**src/rtl/window_linebuffer_if.sv**
```systemverilog
// window_linebuffer_if
//   Stream interface around the window generator.
//   Pixel side : in_valid / in_ready / in_pixel (one pixel per handshake).
//   Window side: out_valid / out_ready / out_window (K*K elements, flat).
//   frame_done : one-cycle pulse after the last pixel of a frame is accepted.
//   master = pixel source / window consumer, slave = the window generator.
interface window_linebuffer_if #(
  parameter int PIX_W = 7,
  parameter int K     = 9
);
  logic                   in_valid;
  logic                   in_ready;
  logic [PIX_W-1:0]       in_pixel;
  logic                   out_valid;
  logic                   out_ready;
  logic [K*K*PIX_W-1:0]   out_window;
  logic                   frame_done;

  modport master (
    output in_valid, in_pixel, out_ready,
    input  in_ready, out_valid, out_window, frame_done
  );

  modport slave (
    input  in_valid, in_pixel, out_ready,
    output in_ready, out_valid, out_window, frame_done
  );
endinterface

```
**src/rtl/window_linebuffer.sv**
```systemverilog
// window_linebuffer
//   Streaming KxK window generator for raster-order IMG_W x IMG_H images.
//   K-1 circular line buffers (depth IMG_W, addressed by column) cascade
//   older rows upward; a KxK register window shifts left on every accepted
//   pixel and takes a fresh rightmost column. out_valid flags positions
//   where the whole window lies inside the current frame.
// Ports:
//   i_clk  : clock, all state on rising edge
//   i_rst  : synchronous active-high reset
//   bus    : window_linebuffer_if.slave (pixel in, window out, frame_done)
//   Element e = out_window[e*PIX_W +: PIX_W], e = r*K + c, r=0 oldest row,
//   c=0 oldest column.
module window_linebuffer #(
  parameter int IMG_W = 28,
  parameter int IMG_H = 28,
  parameter int PIX_W = 7,
  parameter int K     = 9
) (
  input  logic                 i_clk,
  input  logic                 i_rst,
  window_linebuffer_if.slave   bus
);

  localparam int CW = (IMG_W > 1) ? $clog2(IMG_W) : 1;
  localparam int RW = (IMG_H > 1) ? $clog2(IMG_H) : 1;
  localparam logic [CW-1:0] COL_LAST = CW'(IMG_W - 1);
  localparam logic [RW-1:0] ROW_LAST = RW'(IMG_H - 1);
  localparam logic [CW-1:0] COL_K1   = CW'(K - 1);
  localparam logic [RW-1:0] ROW_K1   = RW'(K - 1);

  logic [CW-1:0]        r_col;
  logic [RW-1:0]        r_row;
  logic                 r_out_valid;
  logic                 r_frame_done;
  logic [PIX_W-1:0]     r_lb  [0:K-2][0:IMG_W-1];
  logic [PIX_W-1:0]     r_win [0:K-1][0:K-1];

  logic                 w_accept;
  logic                 w_col_last;
  logic                 w_row_last;
  logic                 w_qual;
  logic [PIX_W-1:0]     w_col_new [0:K-1];
  logic [K*K*PIX_W-1:0] w_window;

  // Only combinational path from out_ready to in_ready.
  assign bus.in_ready   = !r_out_valid || bus.out_ready;
  assign w_accept       = bus.in_valid && bus.in_ready;
  assign w_col_last     = (r_col == COL_LAST);
  assign w_row_last     = (r_row == ROW_LAST);
  // Window is complete once K rows and K columns of this row are present.
  assign w_qual         = (r_row >= ROW_K1) && (r_col >= COL_K1);

  assign bus.out_valid  = r_out_valid;
  assign bus.frame_done = r_frame_done;
  assign bus.out_window = w_window;

  // New rightmost window column: line-buffer taps at col (old data, read
  // before this cycle's write) with the incoming pixel at the bottom.
  always_comb begin
    for (int j = 0; j < K; j++) begin
      w_col_new[j] = '0;
    end
    for (int j = 0; j < K-1; j++) begin
      w_col_new[j] = r_lb[j][r_col];
    end
    w_col_new[K-1] = bus.in_pixel;
  end

  // Flatten the 2-D window register onto the output bus.
  always_comb begin
    w_window = '0;
    for (int r = 0; r < K; r++) begin
      for (int c = 0; c < K; c++) begin
        w_window[(r*K + c)*PIX_W +: PIX_W] = r_win[r][c];
      end
    end
  end

  // Raster position of the next pixel to accept.
  always_ff @(posedge i_clk) begin
    if (i_rst) begin
      r_col <= '0;
      r_row <= '0;
    end else if (w_accept) begin
      if (w_col_last) begin
        r_col <= '0;
        if (w_row_last) begin
          r_row <= '0;
        end else begin
          r_row <= r_row + RW'(1);
        end
      end else begin
        r_col <= r_col + CW'(1);
      end
    end
  end

  // Window-valid flag and end-of-frame pulse.
  always_ff @(posedge i_clk) begin
    if (i_rst) begin
      r_out_valid  <= 1'b0;
      r_frame_done <= 1'b0;
    end else begin
      r_frame_done <= w_accept && w_col_last && w_row_last;
      if (w_accept) begin
        r_out_valid <= w_qual;
      end else if (bus.out_ready) begin
        r_out_valid <= 1'b0;
      end
    end
  end

  // Line buffers: each row cascades one buffer upward at column col; the
  // youngest buffer stores the incoming pixel. Contents are never reset.
  always_ff @(posedge i_clk) begin
    if (w_accept) begin
      for (int j = 0; j < K-2; j++) begin
        r_lb[j][r_col] <= r_lb[j+1][r_col];
      end
      r_lb[K-2][r_col] <= bus.in_pixel;
    end
  end

  // Shift window left by one column and load the new rightmost column.
  always_ff @(posedge i_clk) begin
    if (i_rst) begin
      for (int r = 0; r < K; r++) begin
        for (int c = 0; c < K; c++) begin
          r_win[r][c] <= '0;
        end
      end
    end else if (w_accept) begin
      for (int r = 0; r < K; r++) begin
        for (int c = 0; c < K-1; c++) begin
          r_win[r][c] <= r_win[r][c+1];
        end
        r_win[r][K-1] <= w_col_new[r];
      end
    end
  end

endmodule
```
**src/flat_wrapper.sv**
```systemverilog
// flat-port wrapper written by rule: the top's interface ports become plain ports
module window_linebuffer_flat 
#(
  parameter int IMG_W = 28,
  parameter int IMG_H = 28,
  parameter int PIX_W = 7,
  parameter int K     = 9
)
  (i_clk, i_rst, bus_in_valid, bus_in_pixel, bus_out_ready, bus_in_ready, bus_out_valid, bus_out_window, bus_frame_done);
  window_linebuffer_if #(.PIX_W(PIX_W), .K(K)) bus_i ();
  input  logic i_clk;
  input  logic i_rst;
  input wire logic [$bits(bus_i.in_valid)-1:0] bus_in_valid;
  input wire logic [$bits(bus_i.in_pixel)-1:0] bus_in_pixel;
  input wire logic [$bits(bus_i.out_ready)-1:0] bus_out_ready;
  output wire logic [$bits(bus_i.in_ready)-1:0] bus_in_ready;
  output wire logic [$bits(bus_i.out_valid)-1:0] bus_out_valid;
  output wire logic [$bits(bus_i.out_window)-1:0] bus_out_window;
  output wire logic [$bits(bus_i.frame_done)-1:0] bus_frame_done;
  assign bus_i.in_valid = bus_in_valid;
  assign bus_i.in_pixel = bus_in_pixel;
  assign bus_i.out_ready = bus_out_ready;
  assign bus_in_ready = bus_i.in_ready;
  assign bus_out_valid = bus_i.out_valid;
  assign bus_out_window = bus_i.out_window;
  assign bus_frame_done = bus_i.frame_done;
  window_linebuffer #(.IMG_W(IMG_W), .IMG_H(IMG_H), .PIX_W(PIX_W), .K(K)) u_core (.i_clk(i_clk), .i_rst(i_rst), .bus(bus_i));
endmodule
```
**config.mk**
```make
export PLATFORM = sky130hd
export DESIGN_NAME = window_linebuffer_flat
export DESIGN_NICKNAME = d
export VERILOG_FILES = /design/src/rtl/window_linebuffer_if.sv /design/src/rtl/window_linebuffer.sv /design/src/flat_wrapper.sv
export SDC_FILE = /design/constraint.sdc
export NUM_CORES = 2
export LEC_CHECK = 0
export BUFFER_PORTS_ARGS = -buffer_cell sky130_fd_sc_hd__buf_4
export CORE_MARGIN = 1.5
export CORE_UTILIZATION = 40
export CTS_CLUSTER_DIAMETER = 30
export DETAILED_ROUTE_END_ITERATION = 8
export REMOVE_ABC_BUFFERS = 1
export SETUP_SLACK_MARGIN = 0.5
export SYNTH_ARGS = -nofsm -noshare
export SYNTH_HDL_FRONTEND = slang
export SYNTH_SLANG_ARGS = --single-unit
```
**constraint.sdc**
```tcl
create_clock -name i_clk -period 14.35 [get_ports i_clk]
set_input_delay 0.7175 -clock i_clk [delete_from_list [all_inputs] [get_ports i_clk]]
set_output_delay 0.7175 -clock i_clk [all_outputs]
set_load 0.005 [all_outputs]
```
==> impl_metrics.csv <==
group,metric,value,unit
sta,timing.clock.skew,0.07635,ns
clocking,cts.clk_slew.worst_paths,0.05,ns
global_routing,grt.overflow.total,0,
sta,fmax,188.0,MHz
critical_path,worst_setup_path_end_kind,"flip-flop",
synth,ranking_of_synthesized_cells_by_area,"sky130_fd_sc_hd__edfxtp_1, sky130_fd_sc_hd__mux4_2, sky130_fd_sc_hd__mux2i_1",
drt,via_count,43870,
sta,final_min_period_over_clock_period,37.07,%
global_routing,grt.busiest_layer,"met2",
clocking,cts_sinks,2147,
critical_path,worst-endpoint-required,14.71,ns
sta,final-max-slew-violation-count,0,
sta,setup_viol,0,
synth,synthDistinctLibCells,59,
synth,synth_area_per_cell,19.54,um2
synth,yosys_warnings,0,
synth,synthArstFlopShare,0,%
synth,postSynth.topFlopCell,"sky130_fd_sc_hd__edfxtp_1",
critical_path,cell_chain_of_the_critical_path,"buf_12 > buf_4 > buf_4 > mux4_2 > a211oi_1 > nand3_1",
pwr,cellLeakagePower,0.03647,uW
synth,synth-seq-area-share,78.85,%
pwr,max-vdd-ir-drop,116.8,uV
cells_and_area,finalInstanceArea,0.1050,mm2
drt,drt-wirelength-per-cell,27.09,um
run_status,violations,"design-rule violations",
global_routing,via_count_of_the_first_global_routing_pass,43980,
critical_path,cp_data_arrival_time,5.68,ns
placement,buffers_on_ports,580,
clocking,cts-resized-gates,0,
global_routing,wire_length_of_the_first_global_routing_pass,310.5,mm
critical_path,critPathMaxStageDelay,0.83,ns
critical_path,most_numerous_cell_on_the_critical_path,"sky130_fd_sc_hd__buf_4",
global_routing,maximum_number_of_pins_on_one_net_before_global_route_repair,226,
sta,fin_setup_tns,0,ns
drt,detail_route.wirelength,220.4,mm
floorplan,design.die.area,0.2068,mm2
sta,slew_headroom,14.05,%
clocking,clock_tree_from_tritoncts,"done",
critical_path,worst-path-max-fanout,116,
critical_path,critical_path_type,"flip-flop to flip-flop",
drt,post_drt_via_cell_ratio,5.392,
floorplan,rows,165,
sta,grt_setup_unrepaired,"no",
critical_path,critPathSlowestCell,"sky130_fd_sc_hd__nand3_1",
synth,netlist.top_cell.by_area,"sky130_fd_sc_hd__edfxtp_1",
job,max_cap_viol_count,0,
global_routing,globalRouteTotalUtil,20.81,%
synth,synth_edf_count,2135,
sta,number_of_hold_slack_violations_in_the_final_timing_report,0,
global_routing,gr-usage-met1,27.64,%
synth,post_synth_inst_count,4176,
clocking,clock-root-buffer,"sky130_fd_sc_hd__clkbuf_16",
critical_path,cp.buffers_inverters,3,
placement,post_dp_cell_area,0.08922,mm2
cells_and_area,layout.core_utilization,51.85,%
sta,tightest_slew,1.286,ns
synth,flops_latches_synth,2147,
pwr,powerDensity,178.5,mW/mm2
drt,detail_route.drc_violations,4,
global_routing,grt_antenna_before_repair,3,
synth,synth.cell_area,0.08162,mm2
clocking,clkLatencyLatePin,1.01,ns
drt,drtPass1Iterations,9,
floorplan,start_util,40.30,%
cells_and_area,num-nets-final,5101,
clocking,post-cts-setup-buffer-count,0,
floorplan,fp.dieH,454.7,um
critical_path,cell_family_with_the_largest_share_of_critical_path_delay,"buffers and inverters",
clocking,post_cts_hold_buffer_count,1,
cells_and_area,share_of_cells_above_drive_strength_1,31.77,%
worst_hold_path,class_of_the_worst_hold_path,"input port to flip-flop",
cells_and_area,synthToLayoutAreaGrowth,28.66,%
clocking,h-tree-depth,5,
run_status,result_of_the_run,"complete, but fails checks",
placement,place_hpwl,114.2,mm
global_routing,global_route.usage.met3,4.293,%
drt,detail_route.iter0.violations,5057,
floorplan,placeableCoreArea,0.2025,mm2
clocking,cts_buffer_depth,4,
drt,ant_nets,0,
synth,synth_top_area_share,78.55,%
floorplan,die_w,454.7,um
global_routing,global_route_track_usage_on_met2,33.70,%
sta,finalHoldWorstSlack,0.1337,ns
floorplan,io_pins,581,
placement,place.gp.congestion,0.7759,
critical_path,critical_path_launch_point_type,"flip-flop",
sta,timing.final.crit_period,5.320,ns
clocking,cts_inserted_buffers,458,
[power by group]
group / total, uW / switching, uW / internal [uW] / leakage (uW)
Sequential: 7280 / 69.9 / 7210 / 0.0205
Combinational: 812 / 513 / 299 / 0.00836
Clock: 10600 / 3390 / 7250 / 0.00758
[per-stage QoR]
| step | setup WS, ns | std cells | total power, uW |
|---|---|---|---|
| detailed placement | 9.087 | 7295 | 8216 |
| finish | 9.030 | 8137 | 18740 |
| global route | 8.802 | 8136 | 19260 |
| floorplan | -8.976 | 3940 | 8070 |
| global placement | 9.144 | 7295 | 8195 |
| CTS | 9.110 | 8136 | 18890 |
[registers in the layout, indices dropped and copies added, names as in the netlist]
| signal | count |
|---|---|
| u_core.r_lb | 1568 |
| u_core.r_win | 567 |
| u_core.r_col | 5 |
| u_core.r_row | 5 |
| u_core.bus.frame_done | 1 |
| u_core.bus.out_valid | 1 |
[cell families after synthesis]
group                      after synthesis  share of synthesized area [%]
AOI/OAI and AO/OA                      348                          2.950
xor gates and xnor gates                 2                        0.02147
buffers and inverters                  245                          1.604
adders and majority gates                6                        0.09198
muxes                                  613                          10.66
DFF                                   2147                          78.85
and+or+nand+nor                        815                          5.829
[Yosys cell counts, drive strengths merged (3+ instances only)]
| library cell | instances |
|---|---|
| nand4 | 9 |
| edfxtp | 2135 |
| mux4 | 202 |
| nor2 | 37 |
| or4b | 3 |
| inv | 9 |
| nand2b | 4 |
| a31oi | 62 |
| mux2 | 28 |
| a211oi | 31 |
| or2 | 14 |
| a22oi | 115 |
| nor4 | 4 |
| or3 | 3 |
| and3b | 3 |
| o211ai | 4 |
| clkbuf | 108 |
| o21ai | 6 |
| nand2 | 76 |
| a22o | 10 |
| nand4bb | 3 |
| and2 | 527 |
| buf | 128 |
| mux2i | 383 |
| nand3 | 95 |
| dfxtp | 12 |
| nor3 | 12 |
| ha | 6 |
| a21oi | 38 |
| o22ai | 73 |
| nor2b | 14 |
[final timing paths]
kind                            slack [ns]                 start  depth (start not counted)              endpoint
worst max register to register        9.03       u_core.r_col[1]                          6   u_core.r_lb[1][143]
worst min register to register        0.49  u_core.r_win[0][340]                          1  u_core.r_win[0][347]
worst min-delay path                  0.13       bus_in_pixel[0]                          1   u_core.r_lb[1][588]
worst max-delay path                  9.03       u_core.r_col[1]                          6   u_core.r_lb[1][143]
[layout make-up]
| class | count | area [um2] |
|---|---|---|
| diodes | 1 | 2.502 |
| clock buffers | 503 | 11780 |
| clock inverters | 337 | 4003 |
| fillers | 16090 | 97520 |
| inverters | 9 | 35.03 |
| multi-input cells | 1784 | 16280 |
| flip-flops and latches | 2147 | 64360 |
| well taps | 2672 | 3343 |
| repair buffers | 684 | 5200 |
[layer usage]
layer  up-vias  share of wire, %
met5         -            0.0059
met4         2               3.1
met3       437               8.1
met2      2108                49
met1     22690                40
li1      18640                 -
[placed cells by master (no fill, tap or decap), drive strengths merged, types with 4 or more instances in the layout]
cell      netlist  layout
clkinvlp        0      54
and2          527     527
clkbuf        108     503
nor2           37      37
nor4            4       4
bufinv          0      76
ha              6       6
inv             9      32
a211oi         31      31
nor3           12      12
o21ai           6       6
nand2b          4       4
nand2          76      76
a22o           10      10
a31oi          62      62
dfxtp          12      12
mux4          202     202
a21oi          38      38
mux2           28      28
nand4           9       9
buf           128     683
nor2b          14      14
or2            14      14
a22oi         115     115
clkinv          0     184
mux2i         383     383
nand3          95      95
o211ai          4       4
o22ai          73      73
edfxtp       2135    2135
No activity file was read; power rests on OpenSTA's default activity.
